<file path="config.mk">
export PLATFORM = sky130hd
export DESIGN_NAME = feed_scheduler
export DESIGN_NICKNAME = d
export VERILOG_FILES = /design/src/rtl/feed_scheduler.sv
export SDC_FILE = /design/constraint.sdc
export NUM_CORES = 1
export LEC_CHECK = 0
export CORE_ASPECT_RATIO = 1.5
export CORE_UTILIZATION = 39
export DETAILED_ROUTE_END_ITERATION = 8
export PLACE_DENSITY = 0.66
export REMOVE_ABC_BUFFERS = 1
export SETUP_SLACK_MARGIN = 0.1
export SYNTH_ARGS = -nofsm -noshare
export SYNTH_HDL_FRONTEND = slang
export SYNTH_SLANG_ARGS = --single-unit
</file>
<file path="constraint.sdc">
create_clock -name clock -period 2 [get_ports clock]
set_clock_uncertainty 0.05 [all_clocks]
set_input_delay 0.3 -clock clock [delete_from_list [all_inputs] [get_ports clock]]
set_output_delay 0.3 -clock clock [all_outputs]
set_load 0.01 [all_outputs]
</file>
<file path="src/rtl/feed_scheduler.sv">
// -----------------------------------------------------------------------------
// feed_scheduler
//   Sequencer for the food dispensing counter. Starts scheduled (interval based)
//   and manual feeding sessions, drives the dispense counter's clear/enable,
//   gates sessions on bowl-full / tank-empty, enforces a per-day session limit
//   and raises an alarm on an empty tank or a stalled dispense.
//
// Ports
//   clock         in   system clock, all logic on posedge
//   reset         in   synchronous, active-high
//   tick          in   1-cycle time-base strobe (1 Hz)
//   manual_req    in   request an extra session (honoured in IDLE/COOLDOWN)
//   full_sensor   in   bowl full
//   tank_empty    in   food tank empty
//   dispense_done in   1-cycle pulse: portion complete
//   alarm_ack     in   operator acknowledge
//   day_rollover  in   1-cycle pulse: new day, clears feed count
//   disp_clear    out  1-cycle clear to dispense counter
//   disp_enable   out  enable to dispense counter
//   motor_on      out  auger drive (same as disp_enable)
//   busy          out  state != IDLE
//   alarm         out  state == ALARM
//   feeds_today   out  sessions completed since reset/rollover (saturates at 15)
//
// State      | meaning
// -----------+-----------------------------------------------------------
// S_IDLE     | waiting for a pending request that may be served
// S_CLEAR    | one cycle: clear the dispense counter, restart timeout
// S_DISPENSE | auger running until done / bowl full / empty / timeout
// S_COOLDOWN | settle time after a session, requests still latched
// S_ALARM    | tank empty or stall; waits for ack with tank refilled
// -----------------------------------------------------------------------------
module feed_scheduler #(
  parameter int FEED_INTERVAL    = 3600,
  parameter int COOLDOWN_TICKS   = 30,
  parameter int DISPENSE_TIMEOUT = 20,
  parameter int MAX_FEEDS        = 6
) (
  input  logic       clock,
  input  logic       reset,
  input  logic       tick,
  input  logic       manual_req,
  input  logic       full_sensor,
  input  logic       tank_empty,
  input  logic       dispense_done,
  input  logic       alarm_ack,
  input  logic       day_rollover,
  output logic       disp_clear,
  output logic       disp_enable,
  output logic       motor_on,
  output logic       busy,
  output logic       alarm,
  output logic [3:0] feeds_today
);

  typedef enum logic [2:0] {
    S_IDLE,
    S_CLEAR,
    S_DISPENSE,
    S_COOLDOWN,
    S_ALARM
  } state_t;

  localparam int IW = $clog2(FEED_INTERVAL);
  localparam int CW = (COOLDOWN_TICKS > 1) ? $clog2(COOLDOWN_TICKS) : 1;
  localparam int TW = (DISPENSE_TIMEOUT > 1) ? $clog2(DISPENSE_TIMEOUT) : 1;

  localparam logic [IW-1:0] INT_LAST  = IW'(FEED_INTERVAL - 1);
  localparam logic [CW-1:0] COOL_LAST = CW'(COOLDOWN_TICKS - 1);
  localparam logic [TW-1:0] TOUT_LAST = TW'(DISPENSE_TIMEOUT - 1);
  localparam logic [3:0]    MAX_F     = 4'(MAX_FEEDS);

  state_t        state_q, state_d;
  logic [IW-1:0] interval_cnt_q, interval_cnt_d;
  logic [CW-1:0] cooldown_cnt_q, cooldown_cnt_d;
  logic [TW-1:0] timeout_cnt_q, timeout_cnt_d;
  logic          sched_pend_q, sched_pend_d;
  logic          man_pend_q, man_pend_d;
  logic [3:0]    feeds_q, feeds_d;

  logic sched_set;
  logic man_set;
  logic pend_clr;
  logic feed_inc;
  logic pending;
  logic limit_hit;

  assign pending   = sched_pend_q | man_pend_q;
  assign limit_hit = (feeds_q >= MAX_F);

  always_comb begin
    state_d        = state_q;
    interval_cnt_d = interval_cnt_q;
    cooldown_cnt_d = cooldown_cnt_q;
    timeout_cnt_d  = timeout_cnt_q;
    feeds_d        = feeds_q;
    sched_set      = 1'b0;
    pend_clr       = 1'b0;
    feed_inc       = 1'b0;

    // Interval timer freezes (keeps its phase) while alarmed.
    if (tick && (state_q != S_ALARM)) begin
      if (interval_cnt_q == INT_LAST) begin
        interval_cnt_d = '0;
        sched_set      = 1'b1;
      end else begin
        interval_cnt_d = interval_cnt_q + 1'b1;
      end
    end

    man_set = manual_req && ((state_q == S_IDLE) || (state_q == S_COOLDOWN));

    case (state_q)
      S_IDLE: begin
        // An empty tank with work waiting is reported rather than silently dropped.
        if (pending && tank_empty) begin
          state_d  = S_ALARM;
          pend_clr = 1'b1;
        end else if (full_sensor || limit_hit) begin
          pend_clr = 1'b1;
        end else if (pending) begin
          state_d  = S_CLEAR;
          pend_clr = 1'b1;
        end
      end

      S_CLEAR: begin
        timeout_cnt_d = '0;
        state_d       = S_DISPENSE;
      end

      S_DISPENSE: begin
        if (dispense_done || full_sensor) begin
          state_d  = S_COOLDOWN;
          feed_inc = 1'b1;
        end else if (tank_empty) begin
          state_d  = S_ALARM;
          pend_clr = 1'b1;
        end else if (tick) begin
          if (timeout_cnt_q == TOUT_LAST) begin
            state_d  = S_ALARM;
            pend_clr = 1'b1;
          end else begin
            timeout_cnt_d = timeout_cnt_q + 1'b1;
          end
        end
      end

      S_COOLDOWN: begin
        if (tick) begin
          if (cooldown_cnt_q == COOL_LAST) begin
            cooldown_cnt_d = '0;
            state_d        = S_IDLE;
          end else begin
            cooldown_cnt_d = cooldown_cnt_q + 1'b1;
          end
        end
      end

      S_ALARM: begin
        if (alarm_ack && !tank_empty) begin
          state_d = S_IDLE;
        end
      end

      default: begin
        state_d = S_IDLE;
      end
    endcase

    // Clearing wins over a same-cycle set so a held request yields one session.
    sched_pend_d = pend_clr ? 1'b0 : (sched_pend_q | sched_set);
    man_pend_d   = pend_clr ? 1'b0 : (man_pend_q | man_set);

    if (day_rollover) begin
      feeds_d = feed_inc ? 4'd1 : 4'd0;
    end else if (feed_inc && (feeds_q != 4'hF)) begin
      feeds_d = feeds_q + 4'd1;
    end
  end

  always_ff @(posedge clock) begin
    if (reset) begin
      state_q        <= S_IDLE;
      interval_cnt_q <= '0;
      cooldown_cnt_q <= '0;
      timeout_cnt_q  <= '0;
      sched_pend_q   <= 1'b0;
      man_pend_q     <= 1'b0;
      feeds_q        <= 4'd0;
    end else begin
      state_q        <= state_d;
      interval_cnt_q <= interval_cnt_d;
      cooldown_cnt_q <= cooldown_cnt_d;
      timeout_cnt_q  <= timeout_cnt_d;
      sched_pend_q   <= sched_pend_d;
      man_pend_q     <= man_pend_d;
      feeds_q        <= feeds_d;
    end
  end

  assign disp_clear  = (state_q == S_CLEAR);
  assign disp_enable = (state_q == S_DISPENSE);
  assign motor_on    = (state_q == S_DISPENSE);
  assign busy        = (state_q != S_IDLE);
  assign alarm       = (state_q == S_ALARM);
  assign feeds_today = feeds_q;

endmodule

</file>
# Word level (Yosys, flattened, before mapping)
# Cells that the tools add are included.
word_totals:
  register_bits: 31
  input_bits: 9
  output_inout_bits: 9
classes:
  add_sub_neg: 4
  magnitude_cmp: 1
  eq_ne: 20
  mux: 33
  bitwise: 3
  n_reduce_logical: 17
op_table:
  columns: ["op", "n"]
  rows:
  - ["3-bit 2-to-1 mux", 10]
  - ["5-bit 2-to-1 mux", 5]
  - ["3-bit case mux with 5 select lines", 1]
  - ["12-bit by 1-bit adder with 12-bit output, second input constant", 1]
  - ["12-bit == test, second input constant", 1]
  - ["1-bit 2-to-1 mux", 12]
  - ["12-bit 2-to-1 mux", 1]
  - ["5-bit by 1-bit adder with 5-bit output, second input constant", 2]
  - ["5-bit == test, second input constant", 2]
  - ["2-bit inequality test, second input constant", 5]
  - ["5-bit case mux with 2 select lines", 1]
  - ["4-bit 2-to-1 mux", 2]
  - ["7-bit AND reduction", 1]
  - ["3-bit by 2-bit == test with 1-bit output, second input constant", 2]
  - ["3-bit inequality test, second input constant", 2]
  - ["1-bit logical AND", 5]
  - ["5-bit AND reduction", 1]
  - ["4-bit by 1-bit adder with 4-bit output, second input constant", 1]
  - ["4-bit by 3-bit greater-or-equal comparator with 1-bit output, second input constant", 1]
  - ["2-bit by 1-bit inequality test with 1-bit output, second input constant", 2]
  - ["4-bit by 2-bit inequality test with 1-bit output, second input constant", 1]
  - ["4-bit by 3-bit inequality test with 1-bit output, second input constant", 1]
  - ["4-bit inequality test, second input constant", 1]
  - ["2-bit nonzero test", 2]
  - ["other kinds (11)", 15]

# Depth between registers and ports, before layout
depth:
  ltp_word: 7
  ltp_mapped: 8
  ltp_nobuf: 7

# Least setup slack after synthesis
# Ideal clock, no wire load.
synth_timing:
  path_kind: "flip-flop to flip-flop"
  startpoint: "register interval_cnt_q[6]"
  endpoint: "register interval_cnt_q[6]"
  setup_ns: 0.115
  t_arrival_ns: 1.695
  required_ns: 1.835
  slack_ns: 0.140
  stages_incl_launch_ff: 7
  path_buffers: 1
  cell_sequence: "dfxtp_1 or4b_1 or4_1 nor3_2 or2_2 buf_6 nor2_1"
synth_between:
  elab_chain_len: 2
  word_cells_on_any_way: 3
  classes_between: "add/sub: 1; eq/ne: 1; mux: 1"
synth_rtl:
  columns: ["element", "line", "source"]
  rows:
  - ["start, declared", "74", "logic [IW-1:0] interval_cnt_q, interval_cnt_d;"]
  - ["start signal, assigned", "193", "interval_cnt_q <= interval_cnt_d;"]
  - ["12-bit by 1-bit adder with 12-bit output / 12-bit == test (equally long branches)", "107, 103", null]
  - ["12-bit 2-to-1 mux *", "103", "if (interval_cnt_q == INT_LAST) begin"]
# Mark *: on every way between the ends. The rest lies on a longest branch, timed or not.
# A chain may end at the register's enable or synchronous reset.

# Final worst setup path
layout_timing:
  startpoint: "register interval_cnt_q[7]"
  endpoint: "register sched_pend_q"
layout_between:
  elab_chain_len: 4
layout_rtl:
  columns: ["element", "line", "source"]
  rows:
  - ["12-bit == test", "103", null]
  - ["1-bit 2-to-1 mux", "103", null]
  - ["1-bit 2-to-1 mux", "102", "if (tick && (state_q != S_ALARM)) begin"]
  - ["1-bit bitwise OR", "172", "sched_pend_d = pend_clr ? 1'b0 : (sched_pend_q | sched_set);"]
  - ["end signal, assigned", "196", "sched_pend_q <= sched_pend_d;"]
  - ["end, declared", "77", "logic sched_pend_q, sched_pend_d;"]
# Every way passes these cells.

==> impl_metrics.ini <==
[status]
outcome = finished, violations left
violations = setup timing

[logic_synthesis]
ys_seq_area_frac = 0.373
syn_inst = 206
synth-xor-area-share = 0.0842
synth_top_family_by_area = simple AND/OR/NAND/NOR gates
async_flop_share = 0
ys.flop_type = dfxtp_1
syn_avg_cell_area_um2 = 8.08
yosys_register_bits = 31
synth_area_mm2 = 0.00166
synth_cell_types = 43
synth_edf_count = 0
yosys_warnings = 0
synthAdderAreaFrac = 0.0451
synthSimpleGateAreaFrac = 0.292
synth_mux_area_frac = 0.0120
synth_compound_area_frac = 0.134

[placement]
dpl.hpwl_um = 2570
place_inst = 272
place.port_buffers = 17
pre_cts_ws_ns = 0.00927
place_area_mm2 = 0.00193
gp_congestion = 0.849

[cells_and_area]
final_common_cell = nor2_1
antenna_cells = 0
layout_common_cells = nor2_1, dfxtp_1, xnor2_1, clkdlybuf4s50_1
layout.nets = 251
design_area_mm2 = 0.00212
drive_above_1_share = 0.173
final_cells = 282
fillers = 396
area_growth_pct = 27.2

[clock_network]
cts_htree_levels = 2
clock-sinks = 31
insertion_delay_ns = 0.28
cts-buffers-inserted = 5
clk_pin_slew_ns = 0.07
root_buffer = clkbuf_8
cts_tree = built
cts_hold_buf = 0
clockBufferDepth = 2

[setup_path]
cp.arrival_ns = 2.16
endpoint_kind = register
start_kind = register
r2r_start = interval_cnt_q[7]
r2r_setup_slack_ns = -0.02
path_class = register to register
worstPathRequired_ns = 2.14
r2r_end = sched_pend_q
setup.worst_path.start = interval_cnt_q[7]
reg2regPathDepth = 6
worstPathMaxFanout = 2
cp-endpoint = sched_pend_q

[route]
dr_wl_met3_um = 71
detail-route-antenna-nets = 0
dr.pass1.iters = 4
m1WireLength_um = 1700
first_iter_violations = 55
wl_per_cell_um = 12.9
drc = 0
vias = 1489
totalWireLength_um = 3630
wl_met2_um = 1800
topRoutingLayerUsed = met4
viasPerCell = 5.28

[timing]
hold_viol = 0
tns_ns = -0.0200
tightest_slew_ns = 0.446
timing.final.crit_share = 1.01
period_needed_ns = 2.02
fmax_mhz = 495
finalSetupViolCount = 2
rsz0062_at_grt = true
fin_ws_ns = -0.0196
slew_headroom = 0.702
maxSlewViolCount = 0

[floorplanning]
core_mm2 = 0.00403
die_area_mm2 = 0.00454
start_util = 0.413
die_x_um = 55.3
rows = 28
io_pins = 18
dieHeight_um = 82

[global_routing]
gr-total-overflow = 0
grt_util_all_layers = 0.170
antenna_found_initial = 0
grt_pass1_wl_um = 6110
grt_pass1_vias = 1399
grt_max_degree = 16

[power_and_ir_drop]
p_int_uw = 1480
power_frac_comb = 0.365
finalPower_uw = 2240
leakage_uw = 0.000773
p_sw_uw = 754
p_clk_frac = 0.285
seqPwrFrac = 0.350
max-vdd-ir-drop_mv = 0.918
swShare = 0.337
power_density_mw_per_mm2 = 1060

[job]
maxCapViolCount = 0

[worst_hold_path]
hold_class = register to register
hold_depth = 2
## cells by family after synthesis
kind of cell	after synthesis
fa+ha+maj	6
flops	31
xor+xnor	16
simple gates	95
mux	2
compound gates	35
buf+inv	21
## worst max-delay path, cell delays in order (launching register included)
cell and delay, ns:
dfxtp_2 0.32, or4b_1 0.52, or4_4 0.44, nor3_4 0.23, buf_4 0.14, nor2_2 0.03
nor4_2 0.19
## cell type report
cell class	instances	area (um^2)	share of cell area
Clock buffer	6	82.6	0.0390
Clock inverter	2	35.0	0.0165
Inverter	13	51.3	0.0242
Multi-Input combinational cell	155	996	0.470
Sequential cell	31	632	0.298
Tap cell	45	56.3	0.0266
Timing Repair Buffer	30	264	0.125
## flip-flops by register name, indices dropped and copies added, names as in the netlist
signal	flops
sched_pend_q	1
state_q	3
man_pend_q	1
cooldown_cnt_q	5
interval_cnt_q	12
feeds_today	4
timeout_cnt_q	5
## timing repair
action | in CTS | in global routing
setup endpoints to repair | 17 | 19
pin swaps | 0 | 11
hold endpoints to repair | 0 | 0
gates resized for setup | 11 | 14
gates cloned | 0 | 1
buffers inserted | 0 | 1
## worst min path at each step
stage                           start           endpoint  slack [ns]
finish              interval_cnt_q[1]  interval_cnt_q[1]        0.44
global route         timeout_cnt_q[1]   timeout_cnt_q[1]        0.48
CTS                 interval_cnt_q[1]  interval_cnt_q[1]        0.45
detailed placement  interval_cnt_q[1]  interval_cnt_q[1]        0.44
global placement    interval_cnt_q[1]  interval_cnt_q[1]        0.41
floorplan                       reset     feeds_today[0]        0.32
## Yosys cell counts, types with 2 or more instances
library cell / n / share of area
a211oi_1: 2 / 0.0090
a21oi_1: 12 / 0.036
a31oi_1: 3 / 0.011
buf_6: 2 / 0.014
clkbuf_1: 4 / 0.0090
dfxtp_1: 31 / 0.37
ha_1: 6 / 0.045
inv_1: 12 / 0.027
mux2i_1: 2 / 0.012
nand2_1: 9 / 0.020
nand3_1: 11 / 0.033
nand3b_1: 2 / 0.0090
nand4_1: 3 / 0.011
nor2_1: 37 / 0.083
nor3_1: 13 / 0.039
nor3b_1: 2 / 0.0090
nor4_1: 3 / 0.011
nor4b_1: 2 / 0.011
o211ai_1: 2 / 0.0090
o21a_1: 4 / 0.018
o21ai_0: 6 / 0.018
or2_2: 2 / 0.0075
or4b_1: 2 / 0.012
xnor2_1: 15 / 0.079
## stage by stage
stage,hold WS [ns],utilization
2_1_floorplan,0.319,-
5_1_grt,0.483,0.525
3_5_place_dp,0.439,0.479
4_1_cts,0.448,0.513
6_report,0.438,0.525
3_3_place_gp,0.412,0.479
## power groups by stage
stage	Sequential [uW]	Clock (uW)	Combinational (uW)
2_1_floorplan	757	0	470
3_3_place_gp	758	0	789
3_5_place_dp	758	0	791
4_1_cts	766	654	795
5_1_grt	787	682	907
6_report	782	638	817
## layer usage
metal | GRT usage | vias to the layer above
met4 | 0.0675 | 0
met2 | 0.305 | 14
met3 | 0.0378 | 6
met1 | 0.197 | 691
li1 | - | 778
met5 | 0 | -
Power figures use the tool's default switching activity.
